File: src/rtl/rx_block_assembler.sv
// rx_block_assembler: gathers aligned 8-bit receive symbols into 128-bit
// blocks, tags each block with its sync-header type, and queues finished
// blocks in a small FIFO. A valid/ready port on the FIFO head feeds the
// descrambler.
// Optional build macro: RX_BLK_SKP_DROP_EN. When it is defined, SKP ordered
// sets are removed here and counted on skp_count instead of being queued.
module rx_block_assembler #(
  parameter int DATA_WIDTH        = 8,
  parameter int SYMBOLS_PER_BLOCK = 16,
  parameter int FIFO_DEPTH        = 4,
  parameter int PTR_WIDTH         = 2
) (
  input  logic                                    rx_clk,
  input  logic                                    rx_rst,
  input  logic                                    soft_rst,
  input  logic                                    sym_valid,
  input  logic [DATA_WIDTH-1:0]                   sym_data,
  input  logic                                    sym_sob,
  input  logic                                    sym_type,
  output logic                                    blk_valid,
  input  logic                                    blk_ready,
  output logic [DATA_WIDTH*SYMBOLS_PER_BLOCK-1:0] blk_data,
  output logic                                    blk_type,
  output logic                                    err_partial,
  output logic                                    err_overflow,
`ifdef RX_BLK_SKP_DROP_EN
  output logic [7:0]                              skp_count,
`endif
  output logic [PTR_WIDTH:0]                      fifo_level
);

  localparam int BLK_W = DATA_WIDTH * SYMBOLS_PER_BLOCK;
  localparam int CNT_W = $clog2(SYMBOLS_PER_BLOCK);
  localparam logic [CNT_W-1:0] LAST_IDX = CNT_W'(SYMBOLS_PER_BLOCK - 1);
  localparam logic [PTR_WIDTH:0] FULL_LVL = (PTR_WIDTH+1)'(FIFO_DEPTH);

  typedef enum logic {IDLE, FILL} state_e;

  state_e               state_q, state_d;
  logic [CNT_W-1:0]     count_q;
  logic [BLK_W-1:0]     asmData_q;
  logic                 asmType_q;

  logic                 startBlk;
  logic                 storeSym;
  logic                 complete;
  logic                 partialEvt;

  logic [BLK_W-1:0]     memData_q [FIFO_DEPTH];
  logic                 memType_q [FIFO_DEPTH];
  logic [PTR_WIDTH-1:0] wrPtr_q, wrPtr_d;
  logic [PTR_WIDTH-1:0] rdPtr_q, rdPtr_d;
  logic [PTR_WIDTH:0]   level_q, level_d;
  logic [BLK_W-1:0]     headData_q, headData_d;
  logic                 headType_q, headType_d;
  logic                 errPartial_q, errOverflow_q;

  logic [BLK_W-1:0]     pushData;
  logic                 isSkp;
  logic                 pushReq;
  logic                 pushOk;
  logic                 pop;
  logic                 overflowEvt;

  // State register for the block-collection FSM
  always_ff @(posedge rx_clk or negedge rx_rst) begin
    if (!rx_rst) begin
      state_q <= IDLE;
    end else if (soft_rst) begin
      state_q <= IDLE;
    end else begin
      state_q <= state_d;
    end
  end

  // Next-state logic: enter FILL on a start-of-block, leave after the last symbol
  always_comb begin
    state_d = state_q;
    case (state_q)
      IDLE: if (sym_valid && sym_sob) state_d = FILL;
      FILL: if (sym_valid && !sym_sob && (count_q == LAST_IDX)) state_d = IDLE;
      default: state_d = IDLE;
    endcase
  end

  // FSM output decode: start, store, completion and early-restart strobes
  always_comb begin
    startBlk   = 1'b0;
    storeSym   = 1'b0;
    complete   = 1'b0;
    partialEvt = 1'b0;
    case (state_q)
      IDLE: begin
        if (sym_valid && sym_sob) startBlk = 1'b1;
      end
      FILL: begin
        if (sym_valid) begin
          if (sym_sob) begin
            startBlk   = 1'b1;
            partialEvt = 1'b1;
          end else begin
            storeSym = 1'b1;
            if (count_q == LAST_IDX) complete = 1'b1;
          end
        end
      end
      default: ;
    endcase
  end

  // Assembly register, symbol index and latched block type
  always_ff @(posedge rx_clk or negedge rx_rst) begin
    if (!rx_rst) begin
      count_q   <= '0;
      asmData_q <= '0;
      asmType_q <= 1'b0;
    end else if (soft_rst) begin
      count_q   <= '0;
      asmData_q <= '0;
      asmType_q <= 1'b0;
    end else if (startBlk) begin
      asmData_q[DATA_WIDTH-1:0] <= sym_data;
      asmType_q                 <= sym_type;
      count_q                   <= CNT_W'(1);
    end else if (storeSym) begin
      asmData_q[count_q*DATA_WIDTH +: DATA_WIDTH] <= sym_data;
      count_q <= complete ? '0 : count_q + CNT_W'(1);
    end
  end

  // The final symbol bypasses the assembly register so the push lands on the completing cycle
  assign pushData = {sym_data, asmData_q[BLK_W-DATA_WIDTH-1:0]};

`ifdef RX_BLK_SKP_DROP_EN
  assign isSkp = asmType_q && (asmData_q[DATA_WIDTH-1:0] == DATA_WIDTH'(8'h99));
`else
  assign isSkp = 1'b0;
`endif

  // FIFO control: push/pop qualification, level and head look-ahead
  always_comb begin
    pushReq     = complete && !isSkp;
    pop         = (level_q != '0) && blk_ready;
    pushOk      = pushReq && ((level_q != FULL_LVL) || pop);
    overflowEvt = pushReq && (level_q == FULL_LVL) && !pop;
    wrPtr_d     = pushOk ? wrPtr_q + PTR_WIDTH'(1) : wrPtr_q;
    rdPtr_d     = pop ? rdPtr_q + PTR_WIDTH'(1) : rdPtr_q;
    level_d     = level_q;
    if (pushOk && !pop) level_d = level_q + (PTR_WIDTH+1)'(1);
    else if (!pushOk && pop) level_d = level_q - (PTR_WIDTH+1)'(1);
    headData_d  = '0;
    headType_d  = 1'b0;
    if (level_d != '0) begin
      if (pushOk && (wrPtr_q == rdPtr_d)) begin
        headData_d = pushData;
        headType_d = asmType_q;
      end else begin
        headData_d = memData_q[rdPtr_d];
        headType_d = memType_q[rdPtr_d];
      end
    end
  end

  // FIFO storage; stale entries are hidden by the level count so no reset is needed
  always_ff @(posedge rx_clk) begin
    if (pushOk) begin
      memData_q[wrPtr_q] <= pushData;
      memType_q[wrPtr_q] <= asmType_q;
    end
  end

  // FIFO pointers, level, registered head and sticky error flags
  always_ff @(posedge rx_clk or negedge rx_rst) begin
    if (!rx_rst) begin
      wrPtr_q       <= '0;
      rdPtr_q       <= '0;
      level_q       <= '0;
      headData_q    <= '0;
      headType_q    <= 1'b0;
      errPartial_q  <= 1'b0;
      errOverflow_q <= 1'b0;
    end else if (soft_rst) begin
      wrPtr_q       <= '0;
      rdPtr_q       <= '0;
      level_q       <= '0;
      headData_q    <= '0;
      headType_q    <= 1'b0;
      errPartial_q  <= 1'b0;
      errOverflow_q <= 1'b0;
    end else begin
      wrPtr_q    <= wrPtr_d;
      rdPtr_q    <= rdPtr_d;
      level_q    <= level_d;
      headData_q <= headData_d;
      headType_q <= headType_d;
      if (partialEvt) errPartial_q <= 1'b1;
      if (overflowEvt) errOverflow_q <= 1'b1;
    end
  end

`ifdef RX_BLK_SKP_DROP_EN
  logic [7:0] skpCount_q;

  // Saturating count of SKP ordered sets removed from the stream
  always_ff @(posedge rx_clk or negedge rx_rst) begin
    if (!rx_rst) begin
      skpCount_q <= '0;
    end else if (soft_rst) begin
      skpCount_q <= '0;
    end else if (complete && isSkp && (skpCount_q != 8'hFF)) begin
      skpCount_q <= skpCount_q + 8'd1;
    end
  end

  assign skp_count = skpCount_q;
`endif

  assign blk_valid    = (level_q != '0);
  assign blk_data     = headData_q;
  assign blk_type     = headType_q;
  assign err_partial  = errPartial_q;
  assign err_overflow = errOverflow_q;
  assign fifo_level   = level_q;

endmodule
File: config.mk
export PLATFORM = sky130hd
export DESIGN_NAME = rx_block_assembler
export DESIGN_NICKNAME = d
export VERILOG_FILES = /design/src/rtl/rx_block_assembler.sv
export SDC_FILE = /design/constraint.sdc
export NUM_CORES = 1
export LEC_CHECK = 0
export BUFFER_PORTS_ARGS = -buffer_cell sky130_fd_sc_hd__buf_2
export CORE_AREA = 2 2 277 279
export CTS_CLUSTER_DIAMETER = 120
export DETAILED_ROUTE_END_ITERATION = 16
export DIE_AREA = 0 0 279 281
export PLACE_DENSITY = 0.53
export SYNTH_ARGS = -nofsm -noshare
export SYNTH_HDL_FRONTEND = slang
export SYNTH_SLANG_ARGS = --single-unit
File: constraint.sdc
create_clock -name rx_clk -period 6.18 [get_ports rx_clk]
set_input_delay 0.309 -clock rx_clk [delete_from_list [all_inputs] [get_ports rx_clk]]
set_output_delay 0.309 -clock rx_clk [all_outputs]
set_load 0.005 [all_outputs]
; ---- After elaboration in Yosys (flattened, before gate mapping)
; Memory sizes are Yosys's and may differ from the RTL's.
; Cells that the tools add are included.
[totals]
mem_bits_rw = 516
regBits = 272
inputBits = 15
out_inout_bits = 135
mem_count = 2
[mem_list]
columns = memory, depth, width, read_ports, rd_clocked_by_memory_dff, wr, line_no
row1 = memData_q, 4, 128, 1, 0, 1, 49  ; logic [BLK_W-1:0] memData_q [FIFO_DEPTH];
row2 = memType_q, 4, 1, 1, 0, 1, 50  ; logic memType_q [FIFO_DEPTH];
[op_classes]
n_shift = 2
bitwise_logic = 1
eq_ne = 5
n_reduce_logical = 23
n_mux = 45
add_sub_neg = 6
[op_table]
columns = cell, n
row1 = $mux 128, 5
row2 = $bwmux 128, 1
row3 = $shift 8x34->128 const A, 1
row4 = $shiftx 8x34->128, 1
row5 = $mux 120, 1
row6 = $neg 7->34, 1
row7 = $mux 1, 24
row8 = $mux 4, 4
row9 = $logic_and 1x1->1, 10
row10 = $reduce_bool 2->1, 5
row11 = $mux 3, 3
row12 = $reduce_bool 3->1, 3
row13 = $mux 2, 4
row14 = $mux 8, 1
row15 = $add 2x1->2 const B, 2
row16 = $add 4x1->4 const B, 1
row17 = $eq 4x4->1 const B, 1
row18 = $pmux 1 s2, 2
row19 = $add 3x1->3 const B, 1
row20 = $eq 3x3->1 const B, 1
row21 = $logic_not 1->1, 3
row22 = $ne 3x3->1 const B, 1
row23 = $sub 3x1->3 const B, 1
row24 = $eq 2x2->1, 1
row25 = other kinds (4), 4

; ---- Logic depth before layout (Yosys ltp)
; Gate-level depths: netlist of the first run.
[depth]
word_depth = 13
depth_mapped = 13
depth_no_buf = 9

; ---- Least setup slack after synthesis of the first run
; No wires, ideal clock.
[synth_timing]
path_kind = reg2reg
from = reg level_q[0] (netlist: fifo_level[0])
to = mem memData_q[0][0] in the netlist's numbering (enable)
path_slack_ns = 1.436
required_ns = 5.676
n_path_buf = 1
path_stages_with_launch = 7
synth_period_minus_slack_ns = 4.744
setup_ns = 0.504
arrival_time_ns = 4.240
cell_sequence = dfrtp_1 > inv_1 > ha_1 > and3b_1 > nor3_2 > buf_2 > and2_1
[synth_between]
elab_chain_cells = 6
elab_cells_between_ends = 7
[synth_rtl]
columns = element, line_no
row1 = start: declaration, 53  ; logic [PTR_WIDTH:0] level_q, level_d;
row2 = start signal: assignment, 193  ; level_q <= level_d;
row3 = $reduce_bool 3->1, 143  ; pop = (level_q != '0) && blk_ready;
row4 = $logic_and 1x1->1, 143
row5 = $logic_or 1x1->1 (*), 144  ; pushOk = pushReq && ((level_q != FULL_LVL) || pop);
row6 = $logic_and 1x1->1 (*), 144
row7 = $mux 1 (*), 166  ; if (pushOk) begin
row8 = $mux 1 (implied by the code) (*), 167  ; memData_q[wrPtr_q] <= pushData;
row9 = end: declaration, 49
; Mark *: on every way between the ends. The rest lies on a longest branch, timed or not.

; ---- Final worst setup path of the first run
[layout_timing]
from = reg count_q[0]
to = reg headData_q[26] (netlist: blk_data[26])
[layout_between]
elab_chain_cells = 13
elab_cells_between_ends = 16
[layout_rtl]
columns = element, line_no
row1 = start: declaration, 40  ; logic [CNT_W-1:0] count_q;
row2 = start signal: assignment, 127  ; count_q <= complete ? '0 : count_q + CNT_W'(1);
row3 = $eq 4x4->1 (*), 103  ; if (count_q == LAST_IDX) complete = 1'b1;
row4 = $mux 1 (*), 103
row5 = $mux 1 (*), 98  ; if (sym_sob) begin
row6 = $mux 1 (*), 97  ; if (sym_valid) begin
row7 = $mux 1 (*), 92  ; case (state_q)
row8 = $logic_and 1x1->1 (*), 144
row9 = $logic_not 1->1, 150  ; else if (!pushOk && pop) level_d = level_q - (PTR_WIDTH+1)'(1);
row10 = $logic_and 1x1->1, 150
row11 = $mux 3, 150
row12 = $mux 3, 149  ; if (pushOk && !pop) level_d = level_q + (PTR_WIDTH+1)'(1);
row13 = $reduce_bool 3->1, 153  ; if (level_d != '0) begin
row14 = $mux 128 (*), 153
row15 = $mux 128 (*), 182  ; end else if (soft_rst) begin
row16 = end signal: assignment, 194  ; headData_q <= headData_d;
row17 = end: declaration, 54  ; logic [BLK_W-1:0] headData_q, headData_d;
; Marks and branches as above.
; A chain may end at the register's enable or synchronous reset.

==> results of run 1 <==
## cell usage in the layout (no fill, tap or decap), types with 3 or more instances in the layout
cell,synthesis,routed
buf_12,0,8
nand2b_1,3,3
nand3_1,15,15
xnor2_1,5,5
mux2i_1,133,133
nor2b_1,4,4
o21ai_0,3,3
buf_2,33,148
nor2_1,31,31
nand2_1,280,280
a22o_1,110,110
inv_1,7,7
clkbuf_16,0,87
ha_1,10,10
nor3_1,7,7
and2_4,0,5
clkinv_2,1,14
a31oi_1,6,6
a221o_1,129,129
clkbuf_1,58,29
or3_1,3,3
bufinv_16,0,7
clkbuf_8,0,11
dlygate4sd3_1,0,3
a21oi_1,281,281
and3_1,3,3
buf_4,27,17
dfrtp_1,264,264
edfxtp_1,516,516
## state kept, by name (all words and copies together), names as in the netlist, 2 cells and up
signal,count
asmData_q,120
blk_data,128
count_q,4
fifo_level,3
memData_q,512
memType_q,4
rdPtr_q,2
wrPtr_q,2
## metrics by stage
| stage | util | hold slack, ns | total power [mW] |
|---|---|---|---|
| floorplan | - | 0.0134 | 7.72 |
| global route | 0.453 | 0.0384 | 14.2 |
| CTS | 0.453 | 0.00118 | 13.8 |
| global placement | 0.416 | 0.394 | 8.66 |
| finish | 0.453 | 0.0309 | 13.6 |
| detailed placement | 0.416 | 0.400 | 8.68 |
## layer usage
metal	track usage	up-vias
met4	0.0502	2
met2	0.300	434
met5	0	-
met1	0.274	9086
met3	0.0301	89
li1	-	7854
## cell families after synthesis
kind of cell / synth area share
flops: 0.741
compound gates: 0.129
simple gates: 0.0522
buf+inv: 0.0270
mux: 0.0454
fa+ha+maj: 0.00419
xor+xnor: 0.00176
## critical path, stage by stage (launching register included)
cell and delay [ns]:
dfrtp_1 0.54, ha_1 0.26, nand3_1 0.20, nor3_2 0.67, o31a_2 1.08, buf_4 0.65
a221o_1 0.20, a21oi_1 0.07
## power by group through the flow
stage | registers [mW] | logic, mW | clock network (mW)
2_1_floorplan | 6.06 | 1.66 | 0
3_3_place_gp | 6.13 | 2.54 | 0
3_5_place_dp | 6.12 | 2.56 | 0
4_1_cts | 6.02 | 2.58 | 5.16
5_1_grt | 6.03 | 2.80 | 5.39
6_report | 6.00 | 2.55 | 5.05
## how the worst min path moves through the flow
stage	end	slack [ns]
final	err_partial	0.03
after global routing	err_partial	0.04
after CTS	err_partial	0.001
after detailed placement	blk_data[83]	0.40
after global placement	blk_data[83]	0.39
after floorplan	asmData_q[0]	0.01
## final cells by class
class,count,area share
inverter,8,0.000915
clock inverter,28,0.0106
sequential,780,0.646
tap,978,0.0358
multi-input combinational,1063,0.204
clock buffer,127,0.0713
timing repair buffer,177,0.0314
==> run_results.csv, run 1 <==
group,metric,value,unit
place,dp_worst_setup_slack,2.35,ns
routing,drt_iter0_drc,1438,
routing,drtAntennaViolNets,0,
final_layout,n_antenna_cell,0,
routing,wl_met2,34900,um
worst_setup_path,required,6.65,ns
timing,timing.fmax,0.258,GHz
final_layout,multi_input_area,0.00696,mm2
logic_synthesis,synth.avg_cell_area,15.0,um2
routing,wl,74200,um
clock_tree,clk-insertion-delay-late,0.63,ns
worst_setup_path,cp_max_fo,52,
floorplan,die_height,281,um
timing,worst_slack,2.30,ns
floorplan,start_util,0.395,
place,portBuffers,149,
global_route,grt_pass1_vias,17600,
global_route,gr-total-overflow,0,
timing,hold_viol,0,
logic_synthesis,ys_ff_latch,780,
timing,slew_viol_final,0,
place,globalplace.congestion,0.754,
global_route,grt_use_total,0.190,
worst_setup_path,worstReg2RegStart,"count_q[0]",
worst_setup_path,start_kind,"flop",
worst_setup_path,worst_r2r_endpoint,"blk_data[26]",
logic_synthesis,synth-seq-area-share,0.741,
worst_setup_path,reg2reg_depth,7,
routing,via_count,17500,
place,dp.cells,3003,
final_layout,drive_gt1_frac,0.145,
clock_tree,postCtsHoldBufs,3,
final_layout,fin_cells,3161,
routing,top_layer,"met5",
worst_setup_path,endpoint,"blk_data[26]",
logic_synthesis,yosysTopAreaCellShare,0.519,
clock_tree,cts_made_buffers,83,
clock_tree,clk_pin_slew,0.06,ns
timing,slew_headroom,0.202,
clock_tree,clock-sinks,780,
power_and_ir_drop,clockPowerShare,0.371,
power_and_ir_drop,seqPwrFrac,0.442,
timing,setup_viol,0,
clock_tree,cts_buffer_depth,3,
routing,viasPerCell,5.53,
floorplan,die_area,0.0784,mm2
power_and_ir_drop,ir_worst_vdd,0.302,mV
routing,firstDrtPassIters,5,
routing,wirelength_met1,34400,um
worst_setup_path,r2r_slack,2.30,ns
logic_synthesis,yosysMostFrequentCell,"edfxtp_1",
place,place_area,0.0314,mm2
routing,drc,0,
worst_setup_path,cp.arrival,4.35,ns
timing,rsz0062_at_grt,"no",
logic_synthesis,synthArstFlopShare,0.338,
logic_synthesis,syn_inst,1993,
final_layout,seqCellArea,0.0221,mm2
routing,met3_length,3600,um
floorplan,num_rows,101,
timing,fin_setup_tns,0,ns
final_layout,fin_nets,2138,
worst_hold_path,min_from,"sym_sob",
routing,wl_per_cell,23.5,um
logic_synthesis,synth_area,0.0298,mm2
floorplan,num_io_pins,150,
final_layout,area_delta_synth_final,14.6,%
logic_synthesis,synth_common_cells,"edfxtp_1, a21oi_1, nand2_1",
floorplan,core,0.0754,mm2
status,outcome,"complete, no violations",
final_layout,fin_area,0.0342,mm2
power_and_ir_drop,combinationalPowerShare,0.187,
clock_tree,post-cts-setup-buffer-count,0,
timing,min_period_over_period,0.628,
logic_synthesis,synthFlopType,"edfxtp_1",
logic_synthesis,yosys.area.top_type,"edfxtp_1",
global_route,antenna_found_initial,4,
floorplan,die_x,279,um
worst_setup_path,startpoint,"count_q[0]",
worst_hold_path,holdCritPathClass,"in2reg",
run,maxCapViolations,0,
worst_setup_path,crit_type,"reg2reg",
clock_tree,clockRootBuffer,"clkbuf_16",
logic_synthesis,ys_warn_count,0,
global_route,grt_max_degree,173,
logic_synthesis,netlist_top_cells_area,"edfxtp_1, dfrtp_1, a21oi_1",
clock_tree,htreeDepth,3,
worst_hold_path,hold_depth,3,
place,dp_hpwl,38600,um
clock_tree,ctsResizeCount,0,
timing,fin_crit,3.88,ns
power_and_ir_drop,switchingPower,3.72,mW
power_and_ir_drop,swShare,0.274,
final_layout,fillers,6656,
power_and_ir_drop,p_int,9.87,mW
power_and_ir_drop,power_density,398,mW/mm2
timing,fin_skew,0.0240,ns
global_route,grt_pass1_wl,112000,um
logic_synthesis,synth_nets,2018,
clock_tree,tritoncts,"yes",
power_and_ir_drop,p_leak,13.4,nW
worst_setup_path,cp-end-kind,"flop",
timing,worstMarginPinSlew,1.20,ns
logic_synthesis,synth-edff-count,516,
logic_synthesis,ys_types,55,
(Power assumes the default switching activity.)
==> inputs of run 2 (changes only) <==
clock period = 3.98 ns   (was 6.18 ns; I/O delays follow)
==> run 2 against run 1 <==
Compared with the run above: first-iteration DRC count shrank 15%; cell count grew 0.98%; non-clock buffer count grew 31; combinational power grew 61%; clock skew shrank 0.0016 ns; register-to-register slack lost 1.7 ns; setup slack lost 1.7 ns; clock-buffer cell count grew 2; sequential cell count is the same.
==> run_results.csv, run 2 (synthesis results as in run 1) <==
group,metric,value,unit
routing,drt_iter0_drc,1219,
floorplan,num_rows,101,
run,maxCapViolations,0,
clock_tree,clk-insertion-delay-late,0.64,ns
final_layout,fin_cells,3192,
global_route,grt_util_met2,0.315,
final_layout,fillers,6586,
final_layout,drive_gt1_frac,0.152,
floorplan,die_area,0.0784,mm2
floorplan,die_x,279,um
clock_tree,post-cts-setup-buffer-count,0,
clock_tree,htreeDepth,3,
final_layout,most-common-layout-cells,"edfxtp_1, a21oi_1, nand2_1",
place,dp_hpwl,41100,um
worst_setup_path,start_kind,"flop",
worst_setup_path,cp_max_fo,49,
routing,wl_per_cell,23.9,um
final_layout,largest_reg_flops,512,
floorplan,start_util,0.395,
timing,fin_setup_tns,0,ns
global_route,gr-total-overflow,0,
place,portBuffers,149,
global_route,grt_use_total,0.196,
timing,timing.fmax,0.299,GHz
power_and_ir_drop,ir_worst_vdd,0.657,mV
timing,slew_viol_final,0,
timing,min_period_over_period,0.839,
place,globalplace.congestion,0.764,
routing,viasPerCell,5.52,
clock_tree,cts_made_buffers,83,
timing,setup_viol,0,
timing,slew_headroom,0.281,
final_layout,fin_nets,2169,
routing,drc,0,
worst_setup_path,cp.arrival,3.83,ns
routing,wl,76400,um
timing,fin_crit,3.34,ns
worst_setup_path,cp-end-kind,"flop",
clock_tree,clock-sinks,780,
floorplan,core,0.0754,mm2
final_layout,area_delta_synth_final,15.8,%
clock_tree,clk_pin_slew,0.06,ns
power_and_ir_drop,power,20.9,mW
place,dp.cells,3030,
worst_hold_path,holdCritPathClass,"in2reg",
global_route,gr-usage-met3,0.0322,
power_and_ir_drop,p_leak,13.5,nW
clock_tree,postCtsHoldBufs,7,
global_route,grt_max_degree,143,
global_route,grt_pass1_vias,18000,
routing,drtAntennaViolNets,0,
floorplan,num_io_pins,150,
routing,via_count,17600,
status,outcome,"complete, no violations",
timing,worstMarginPinSlew,1.08,ns
global_route,antenna_found_initial,0,
global_route,grtUsageMet1,0.273,
final_layout,layout_commonest_cell,"edfxtp_1",
worst_setup_path,required,4.47,ns
clock_tree,ctsResizeCount,0,
routing,firstDrtPassIters,5,
power_and_ir_drop,power_density,606,mW/mm2
final_layout,largest_register,"memData_q",
clock_tree,tritoncts,"yes",
worst_setup_path,crit_type,"reg2reg",
clock_tree,clockRootBuffer,"clkbuf_16",
timing,fin_skew,0.0224,ns
clock_tree,cts_buffer_depth,3,
global_route,gr-max-usage-layer,"met2",
timing,rsz0062_at_grt,"no",
global_route,grt_pass1_wl,115000,um
timing,hold_viol,0,
floorplan,die_height,281,um
[run 2: critical path, cell delays in order, from the launching register on]
cell,delay [ns]
dfrtp_1,0.45
inv_1,0.12
ha_1,0.22
nor2b_4,0.22
clkinv_2,0.11
nand2_1,0.15
mux2_2,0.38
o311ai_1,0.30
a21o_4,0.68
buf_4,0.42
a21oi_1,0.09
[run 2: layout make-up]
cell class / instances / area, um2 / area share
Clock buffer: 129 / 2450 / 0.0710
Timing Repair Buffer: 208 / 1540 / 0.0446
Antenna cell: 1 / 2.50 / 0.0000724
Tap cell: 978 / 1220 / 0.0354
Sequential cell: 780 / 22100 / 0.640
Multi-Input combinational cell: 1063 / 6960 / 0.202
Inverter: 8 / 31.3 / 0.000905
Clock inverter: 25 / 231 / 0.00670
[run 2: final timing paths]
| check | start | end | slack (ns) | cells after the start |
|---|---|---|---|---|
| setup / recovery | fifo_level[0] | blk_data[58] | 0.64 | 10 |
| hold / removal | soft_rst | rdPtr_q[1] | 0.16 | 2 |
| setup reg to reg | fifo_level[0] | blk_data[58] | 0.64 | 10 |
| hold reg to reg | asmData_q[27] | memData_q[1][27] | 0.54 | 0 |
| max in group asynchronous | rx_rst | blk_data[52] | 2.62 | 3 |
| min in group asynchronous | rx_rst | asmData_q[83] | 0.26 | 2 |
[run 2: routing by layer]
| metal | vias to the layer above | share of wire |
|---|---|---|
| met2 | 434 | 0.47 |
| met1 | 9178 | 0.45 |
| met3 | 103 | 0.050 |
| met4 | 0 | 0.023 |
| li1 | 7905 | - |
| met5 | - | 0 |
[run 2: through the flow]
| step | setup WS (ns) | hold WS (ns) | utilization | area [um2] |
|---|---|---|---|---|
| floorplan | 0.681 | -0.0966 | - | 29800 |
| global placement | 0.755 | 0.336 | 0.421 | 31800 |
| detailed placement | 0.685 | 0.351 | 0.421 | 31800 |
| CTS | 0.639 | 0.112 | 0.458 | 34500 |
| global route | 0.428 | 0.183 | 0.458 | 34500 |
| finish | 0.640 | 0.158 | 0.458 | 34500 |
[run 2: report_power, final]
part	leakage (nW)	internal [mW]	switching, mW
clock	1.31	4.44	3.09
sequential	8.98	9.05	0.257
combinational	3.25	1.68	2.43
==> inputs of run 3 (changes only) <==
PLACE_DENSITY = 0.55   (was 0.53)
clock period = 2.75 ns   (was 3.98 ns; I/O delays follow)
==> run 3 against run 2 <==
Compared with the run above: die area is the same; clock power grew 49%; wire length shrank 1.9%.
==> run_results.csv, run 3 (synthesis results as in run 1) <==
group,metric,value,unit
floorplan,die_area,0.0784,mm2
timing,timing.fmax,0.377,GHz
worst_setup_path,reg2reg_depth,7,
floorplan,core,0.0754,mm2
final_layout,layout_commonest_cell,"edfxtp_1",
place,dp_hpwl,41600,um
worst_setup_path,cp_max_fo,10,
worst_setup_path,cp-end-kind,"flop",
floorplan,num_io_pins,150,
place,place_area,0.0323,mm2
final_layout,fin_nets,2213,
timing,hold_viol,0,
timing,setup_viol,0,
global_route,grt_pass1_vias,18100,
timing,fin_skew,0.0220,ns
worst_setup_path,crit_type,"reg2reg",
timing,fin_setup_tns,0,ns
routing,wl_per_cell,23.2,um
global_route,grt_use_total,0.193,
timing,hold_slack,0.0571,ns
worst_hold_path,holdCritPathClass,"in2async",
global_route,gr-total-overflow,0,
global_route,antenna_found_initial,2,
routing,viasPerCell,5.46,
global_route,grt_max_degree,81,
floorplan,start_util,0.395,
routing,drtAntennaViolNets,0,
run,maxCapViolations,0,
timing,slew_viol_final,0,
routing,firstDrtPassIters,5,
power_and_ir_drop,ir_worst_vdd,0.454,mV
final_layout,most-common-layout-cells,"edfxtp_1, nand2_1, a21oi_1",
place,portBuffers,149,
worst_setup_path,required,3.31,ns
final_layout,fillers,6536,
routing,via_count,17700,
floorplan,die_x,279,um
timing,fin_crit,2.65,ns
final_layout,n_antenna_cell,0,
clock_tree,clk_pin_slew,0.06,ns
final_layout,largest_reg_flops,512,
global_route,grt_pass1_wl,114000,um
power_and_ir_drop,p_leak,13.9,nW
final_layout,fin_cells,3237,
clock_tree,cts_buffer_depth,3,
routing,wirelength_met1,33800,um
clock_tree,htreeDepth,3,
timing,slew_headroom,0.277,
clock_tree,clockRootBuffer,"clkbuf_16",
place,globalplace.congestion,0.773,
routing,wl,75000,um
status,outcome,"complete, no violations",
routing,drc,0,
final_layout,fin_area,0.0353,mm2
place,dp.cells,3063,
timing,rsz0062_at_grt,"yes",
routing,met3_length,3900,um
clock_tree,clock-sinks,780,
worst_setup_path,start_kind,"flop",
final_layout,area_delta_synth_final,18.4,%
floorplan,die_height,281,um
timing,worstMarginPinSlew,1.08,ns
floorplan,num_rows,101,
final_layout,drive_gt1_frac,0.177,
routing,wl_met2,35900,um
routing,drt_iter0_drc,1229,
routing,top_layer,"met5",
clock_tree,cts_made_buffers,83,
final_layout,largest_register,"memData_q",
clock_tree,tritoncts,"yes",
worst_setup_path,cp.arrival,3.22,ns
timing,min_period_over_period,0.965,
clock_tree,clk-insertion-delay-late,0.63,ns
power_and_ir_drop,power_density,878,mW/mm2
run 3: cell count changes in the layout (fill, tap and decap cells not counted), sizes merged:
cell,delta
diode,-1
dlygate4sd3,+1
clkinvlp,+3
inv,-1
clkbuf,-15
buf,+42
bufinv,+3
clkinv,+13
run 3: worst paths after layout:
| check | start | to | slack (ns) |
|---|---|---|---|
| min in group rx_clk | soft_rst | fifo_level[0] | 0.13 |
| setup / recovery | count_q[0] | asmData_q[28] | 0.1 |
| hold / removal | rx_rst | asmData_q[82] | 0.06 |
| max in group asynchronous | rx_rst | blk_data[41] | 1.79 |
| hold reg to reg | asmData_q[75] | memData_q[0][75] | 0.54 |
| setup reg to reg | count_q[0] | asmData_q[28] | 0.1 |
run 3: timing repair:
item	in CTS	in global routing
setup endpoints to repair	0	163
hold endpoints to repair	61	0
hold buffers	8	0
gates resized for setup	0	17
setup buffers	0	9
run 3: layer usage:
metal / track usage / up-vias
met4: 0.0451 / 2
met1: 0.268 / 9140
li1: - / 8010
met5: 0 / -
met2: 0.314 / 432
met3: 0.0372 / 102
run 3: report_power, final:
| group | internal (mW) | total, mW | switching [mW] |
|---|---|---|---|
| clock | 6.61 | 11.2 | 4.55 |
| combinational | 2.83 | 6.37 | 3.54 |
| sequential | 13.1 | 13.5 | 0.395 |
| total | 22.5 | 31.0 | 8.48 |
run 3: through the flow:
stage | utilization | total power [mW] | setup slack, ns
2_1_floorplan | - | 17.4 | -0.549
3_3_place_gp | 0.428 | 19.9 | 0.0900
3_5_place_dp | 0.428 | 20.0 | 0.0618
4_1_cts | 0.466 | 31.2 | 0.0193
5_1_grt | 0.468 | 32.4 | -0.0673
6_report | 0.468 | 31.0 | 0.0969
run 3: final cells by class:
type / count / area [um2] / share of cell area
sequential: 780 / 22100 / 0.626
tap: 978 / 1220 / 0.0347
multi-input combinational: 1063 / 7020 / 0.199
timing repair buffer: 252 / 2160 / 0.0613
clock inverter: 43 / 403 / 0.0114
clock buffer: 113 / 2360 / 0.0669
inverter: 8 / 31.3 / 0.000886
run 3: critical path, cell delays in order, from the launching register on:
cell and delay [ns]:
dfrtp_1 0.51, inv_1 0.11, ha_1 0.27, or3b_2 0.26, nand2_1 0.11, or3_1 0.40, nor2_1 0.69, a22o_1 0.24
